$ cat config.mk
export PLATFORM = sky130hd
export DESIGN_NAME = mem_access_stage
export DESIGN_NICKNAME = d
export VERILOG_FILES = /design/src/rtl/mem_access_stage.sv
export SDC_FILE = /design/constraint.sdc
export NUM_CORES = 1
export LEC_CHECK = 0
export ABC_AREA = 1
export BUFFER_PORTS_ARGS = -buffer_cell sky130_fd_sc_hd__buf_2
export CAP_MARGIN = 10
export CELL_PAD_IN_SITES_DETAIL_PLACEMENT = 1
export CELL_PAD_IN_SITES_GLOBAL_PLACEMENT = 2
export CORE_UTILIZATION = 29
export CTS_BUF_LIST = sky130_fd_sc_hd__clkbuf_8
export CTS_CLUSTER_DIAMETER = 80
export DETAILED_ROUTE_END_ITERATION = 8
export MAX_ROUTING_LAYER = met4
export PLACE_DENSITY = 0.94
export SETUP_SLACK_MARGIN = 0.05
export SLEW_MARGIN = 20
export SYNTH_ARGS = -nofsm -noshare
export SYNTH_HDL_FRONTEND = slang
export SYNTH_SLANG_ARGS = --single-unit
export TNS_END_PERCENT = 20
$ cat constraint.sdc
create_clock -name clk -period 3.2 [get_ports clk]
set_input_delay 0.48 -clock clk [delete_from_list [all_inputs] [get_ports clk]]
set_output_delay 0.48 -clock clk [all_outputs]
set_load 0.03 [all_outputs]
$ cat src/rtl/mem_access_stage.sv
// Memory-stage data access: turns M-stage loads/stores into a req/ack bus
// transaction, steers store lanes, extends load data and stalls the pipe.
module mem_access_stage #(
    parameter int TIMEOUT_CYCLES = 16
) (
    input  logic        clk,
    input  logic        reset,
    input  logic        MemReadM,
    input  logic        MemWriteM,
    input  logic [2:0]  funct3M,
    input  logic [31:0] ALU_outM,
    input  logic [31:0] WriteDataM,
    input  logic        dbus_ack,
    input  logic [31:0] dbus_rdata,
    output logic        dbus_req,
    output logic        dbus_we,
    output logic [31:0] dbus_addr,
    output logic [31:0] dbus_wdata,
    output logic [3:0]  dbus_be,
    output logic [31:0] ReadDataM,
    output logic        StallM,
    output logic        access_err,
    output logic        bus_timeout
);

    typedef enum logic [1:0] {
        IDLE = 2'd0,
        BUS  = 2'd1,
        DONE = 2'd2
    } state_t;

    localparam logic [7:0] TLAST =
        (TIMEOUT_CYCLES == 0) ? 8'd0 : 8'(TIMEOUT_CYCLES - 1);

    state_t      state;
    state_t      state_nx;
    logic [31:0] cap;
    logic [7:0]  cnt;

    logic        acc;
    logic        is_st;
    logic        f3_ok;
    logic        misal;
    logic        legal;
    logic        to_hit;
    logic [1:0]  off;
    logic [3:0]  be_nx;
    logic [31:0] wd_nx;
    logic [31:0] sh;
    logic [7:0]  bsel;
    logic [15:0] hsel;

    assign off    = ALU_outM[1:0];
    assign acc    = MemReadM | MemWriteM;
    assign is_st  = MemWriteM;
    assign to_hit = (TIMEOUT_CYCLES != 0) && (cnt == TLAST);

    always_comb begin
        f3_ok = 1'b0;
        case (funct3M)
            3'b000, 3'b001, 3'b010: f3_ok = 1'b1;
            3'b100, 3'b101:         f3_ok = ~is_st;
            default:                f3_ok = 1'b0;
        endcase
        misal = ((funct3M[1:0] == 2'b01) && off[0]) ||
                ((funct3M[1:0] == 2'b10) && (off != 2'b00));
        legal = acc & f3_ok & ~misal;
    end

    always_comb begin
        be_nx = 4'b1111;
        wd_nx = 32'd0;
        if (is_st) begin
            case (funct3M[1:0])
                2'b00: begin
                    be_nx = 4'b0001 << off;
                    wd_nx = {4{WriteDataM[7:0]}};
                end
                2'b01: begin
                    be_nx = 4'b0011 << off;
                    wd_nx = {2{WriteDataM[15:0]}};
                end
                default: begin
                    be_nx = 4'b1111;
                    wd_nx = WriteDataM;
                end
            endcase
        end
    end

    always_comb begin
        state_nx   = state;
        StallM     = 1'b0;
        access_err = 1'b0;
        unique case (state)
            IDLE: begin
                if (legal) begin
                    StallM   = 1'b1;
                    state_nx = BUS;
                end else if (acc) begin
                    access_err = 1'b1;
                end
            end
            BUS: begin
                StallM = 1'b1;
                if (dbus_ack || to_hit) state_nx = DONE;
            end
            DONE:    state_nx = IDLE;
            default: state_nx = IDLE;
        endcase
        // Held in reset: nothing is stalled or flagged.
        if (!reset) begin
            StallM     = 1'b0;
            access_err = 1'b0;
        end
    end

    always_comb begin
        sh        = cap >> {off, 3'b000};
        bsel      = sh[7:0];
        hsel      = off[1] ? cap[31:16] : cap[15:0];
        ReadDataM = 32'd0;
        if (state == DONE && !MemWriteM) begin
            case (funct3M)
                3'b000:  ReadDataM = {{24{bsel[7]}}, bsel};
                3'b100:  ReadDataM = {24'd0, bsel};
                3'b001:  ReadDataM = {{16{hsel[15]}}, hsel};
                3'b101:  ReadDataM = {16'd0, hsel};
                3'b010:  ReadDataM = cap;
                default: ReadDataM = 32'd0;
            endcase
        end
    end

    always_ff @(negedge clk or negedge reset) begin
        if (!reset) begin
            state       <= IDLE;
            dbus_req    <= 1'b0;
            dbus_we     <= 1'b0;
            dbus_addr   <= 32'd0;
            dbus_wdata  <= 32'd0;
            dbus_be     <= 4'd0;
            cap         <= 32'd0;
            cnt         <= 8'd0;
            bus_timeout <= 1'b0;
        end else begin
            state <= state_nx;
            case (state)
                IDLE: begin
                    if (legal) begin
                        dbus_req   <= 1'b1;
                        dbus_we    <= is_st;
                        dbus_addr  <= {ALU_outM[31:2], 2'b00};
                        dbus_wdata <= wd_nx;
                        dbus_be    <= be_nx;
                        cnt        <= 8'd0;
                    end
                end
                BUS: begin
                    if (dbus_ack) begin
                        dbus_req <= 1'b0;
                        cap      <= dbus_we ? 32'd0 : dbus_rdata;
                    end else if (to_hit) begin
                        dbus_req    <= 1'b0;
                        cap         <= 32'd0;
                        bus_timeout <= 1'b1;
                    end else begin
                        cnt <= cnt + 8'd1;
                    end
                end
                DONE:    bus_timeout <= 1'b0;
                default: bus_timeout <= 1'b0;
            endcase
        end
    end

endmodule

Word-level counts from Yosys, hierarchy flattened
Cells that the tools add are included.

storage, ports and cells
  output and inout bits = 105
  register bits = 111
  logic and storage cells = 86

cells by class
  $add $sub $neg = 1
  muxes and demuxes = 32
  bitwise operators = 6
  shifts and indexed selects = 3
  reductions and logical operators = 20
  equality and inequality tests = 15

operator list
  kind                                           number
  2-to-1 mux 32 bit                              5
  case mux 32 bit (5 select lines)               1
  case mux 32 bit (2 select lines)               1
  right shift 32 x 5 -> 8 bit                    1
  2-to-1 mux 8 bit                               3
  2-to-1 mux 16 bit                              1
  case mux 8 bit (2 select lines)                1
  2-to-1 mux 1 bit                               11
  != test 2 bit, second input constant           5
  adder 8 x 1 -> 8 bit, second input constant    1
  == test 8 x 4 -> 1 bit, second input constant  1
  case mux 1 bit (2 select lines)                4
  case mux 4 bit (2 select lines)                1
  == test 3 bit, second input constant           2
  AND reduction 2 bit                            3
  AND reduction 3 bit                            2
  nonzero test 2 bit                             3
  == test 2 x 1 -> 1 bit, second input constant  2
  == test 2 bit, second input constant           2
  logical NOT 2 bit                              2
  2-to-1 mux 2 bit                               2
  2-to-1 mux 4 bit                               1
  case mux 2 bit (2 select lines)                1
  AND reduction 4 bit                            1
  14 further kinds                               20

Depth between registers and ports, before layout
  word-level depth = 8
  mapped depth = 9
  gate-level depth less buffers = 8

==> metrics.txt <==
crit start category flop; reg2reg setup slack between 1 and 1.5 ns; Hold Path End dbus_wdata[14]$_DFFE_NN0P_; CP Class flop to output pin; Avg WL per Cell 15.58 um; maximum clock path buffer count 2; FF+latch count, synth 111; hold path cells 2; drt pass-1 iters 4; io pins between 200 and 250; GRT busiest layer met2; cell area after synthesis around 5700 um2; Starting Density 0.2949; CP max-delay cell dfrtn_1; htree depth 3; # setup viols final 34; final worst slack -0.6214 ns; worst path bufs/invs 2; drt drc 0; yosys warns 0; Hold Slack 0.4215 ns; peak supply drop 0.0001952 V; filler cell count 2510; Placer Congestion 0.8156; Worst path max stage delay 0.44 ns; initial drt markers 246; routed wire length between 20000 and 25000 um; vias in the first global route between 6000 and 7000; sequential cell area roughly 2800 um2; Vias/cell around 4.6; Skew-Pair Late Insertion Delay around 0.37 ns; Core Rows a little over 50; layout cells sized above 1 0.3167; total number of vias roughly 6100; Critical Path RT 2.72 ns; Mapped Avg Cell Area between 7 and 8 um2; worst path cell trace nand2_1 > o21ai_2 > nand2_1 > nand2_2 > nand2_8 > buf_12 > a21oi_2 > buf_6; largest net degree at the start of global routing 48; initial antenna violation count 4; most frequent cell on the critical path nand2_1; met3 Track Usage GR 0.04172; failing checks negative setup slack; core area around 19000 um2; Reg clk slew, reported paths ~0.070 ns; first-pass GRT wire length roughly 33000 um; aggregate global routing overflow 0; PortBufs about 210; Crit path max-delay family flip-flops; die area about 20000 um2; Final Hold Viols 0; max cap viols 0; TritonCTS clock tree done; worst reg2reg startpoint cnt[0]$_DFFE_NN0P_; pwr dens ~670 nW/um2; Cells after Synth ~800; setup TNS -19.04 ns; worst endpoint data arrival time about 3.3 ns; remaining antenna violation count after routing 0; total track usage 0.2141; Layout Nets 1161; post-cts hold buffer count 0; worst-margin pin slew approximately 0.64 ns; post-synthesis sequential area ratio 0.4856; area delta synth->final 46.19%; die height roughly 140 um; die width around 140 um; grt met1 use 0.2505; worst r2r path cells 7; worst min path class flop to flop; status complete, but fails checks; CP Capture Type output pin; skew final 0.01177 ns; unrepaired setup endpoints after global routing true; Multi-input gate area between 2000 and 3000 um2; cell area after layout between 8000 and 9000 um2; reg2reg end cap[5]$_DFFE_NN0P_; CTS buffer count 9; post-synth cell types 23; Post-DP Area a little under 8000 um2; Post-DP HPWL around 15000 um; met2 Use GR 0.3723; worst hold start dbus_wdata[14]$_DFFE_NN0P_; CTS root buffer clkbuf_8; Slew Limit Fails 0; Max Fanout on Critical Path 7; Rel. slew slack 0.5765; leakage power 0.004363 uW; CTS sink count 111
[state kept, by name, summed over array words and instances (netlist names)]
register and flops:
dbus_we 1, state 2, bus_timeout 1, cap 32
dbus_addr 30, dbus_wdata 32, dbus_be 4, cnt 8
dbus_req 1
[kinds of logic after synthesis]
group	after synthesis	share of synthesized area
simple gates	447	0.3045
xor+xnor	2	0.003063
buf+inv	119	0.08399
fa+ha+maj	1	0.002187
other cells	1	0.0006555
flops	111	0.4856
compound gates	132	0.1201
[synthesized netlist by cell type]
| master | count | area share |
|---|---|---|
| nand2_1 | 333 | 0.22 |
| dfrtn_1 | 111 | 0.49 |
| nor2_1 | 75 | 0.049 |
| o21ai_0 | 75 | 0.066 |
| inv_1 | 74 | 0.049 |
| a21oi_1 | 35 | 0.031 |
| clkbuf_1 | 24 | 0.016 |
| nand3_1 | 23 | 0.020 |
| buf_2 | 15 | 0.013 |
| o21ai_1 | 11 | 0.0096 |
| o211ai_1 | 9 | 0.012 |
| nor3_1 | 7 | 0.0061 |
| nand4_1 | 5 | 0.0055 |
| buf_4 | 4 | 0.0052 |
| inv_2 | 2 | 0.0013 |
| or2_2 | 2 | 0.0022 |
| xor2_1 | 2 | 0.0031 |
| a21boi_0 | 1 | 0.0013 |
| a31oi_1 | 1 | 0.0011 |
| conb_1 | 1 | 0.00066 |
| ha_1 | 1 | 0.0022 |
| nand3_2 | 1 | 0.0017 |
| nor2_2 | 1 | 0.0011 |
[power by group]
group	internal [uW]	total (uW)	switching, uW
clock network	405	963	558
registers	1950	2220	271
logic	824	2430	1610
total	3180	5620	2430
[worst register-to-register path: stages, from the launching register on]
cell and delay [ns]:
dfrtn_1 0.49, ha_1 0.23, nand3_1 0.14, nor2_1 0.25
nand2_1 0.08, nand2_1 0.13, buf_12 0.19, o21ai_0 0.13
[layout make-up]
type	count	area share
Multi-Input combinational cell	584	0.3342
Tap cell	265	0.03965
Timing Repair Buffer	274	0.2325
Clock buffer	10	0.01646
Clock inverter	6	0.009725
Sequential cell	111	0.3321
Inverter	76	0.03411
Antenna cell	4	0.001197
[layout by cell type, fill, tap and decap left out, drive strengths merged]
master  Yosys  final
diode       0      4
xor2        2      2
inv        76     80
a21boi      1      1
a31oi       1      1
buf        19    268
o21ai      86     86
nand4       5      5
o211ai      9      9
dfrtn     111    111
a21oi      35     35
nand2     333    333
clkinv      0      1
or2         2      2
nor2       76     76
ha          1      1
bufinv      0      1
nand3      24     24
clkbuf     24     16
nor3        7      7
conb        1      2
[metal layers]
layer	part of all wire	vias to the layer above
li1	-	3026
met5	0	-
met4	0.014	0
met1	0.44	2889
met3	0.054	16
met2	0.49	143
[worst max-delay path by stage]
stage / end / startpoint / cells after the start
2_1_floorplan: ReadDataM[21] / cap[15]$_DFFE_NN0P_ / 7
3_3_place_gp: ReadDataM[11] / cap[23]$_DFFE_NN0P_ / 8
3_5_place_dp: ReadDataM[20] / cap[31]$_DFFE_NN0P_ / 8
4_1_cts: ReadDataM[19] / cap[31]$_DFFE_NN0P_ / 8
5_1_grt: ReadDataM[15] / cap[31]$_DFFE_NN0P_ / 8
6_report: ReadDataM[10] / cap[31]$_DFFE_NN0P_ / 8
[repair_timing]
item / CTS / global route
gates cloned: 0 / 3
gates resized for setup: 52 / 19
setup buffers: 0 / 2
hold endpoints to repair: 0 / 0
endpoints found under the setup margin: 35 / 39
pin swaps: 3 / 15
[metrics by stage]
| stage | setup slack [ns] | instances | util | power, uW |
|---|---|---|---|---|
| 3_3_place_gp | -0.1907 | 1305 | 0.4030 | 4551 |
| 6_report | -0.6214 | 1330 | 0.4311 | 5615 |
| 2_1_floorplan | -0.1337 | 814 | - | 3677 |
| 5_1_grt | -0.7231 | 1330 | 0.4311 | 6004 |
| 3_5_place_dp | -0.2380 | 1305 | 0.4030 | 4634 |
| 4_1_cts | -0.5847 | 1321 | 0.4226 | 5623 |
Note: power is estimated with default switching activity, not from simulation.
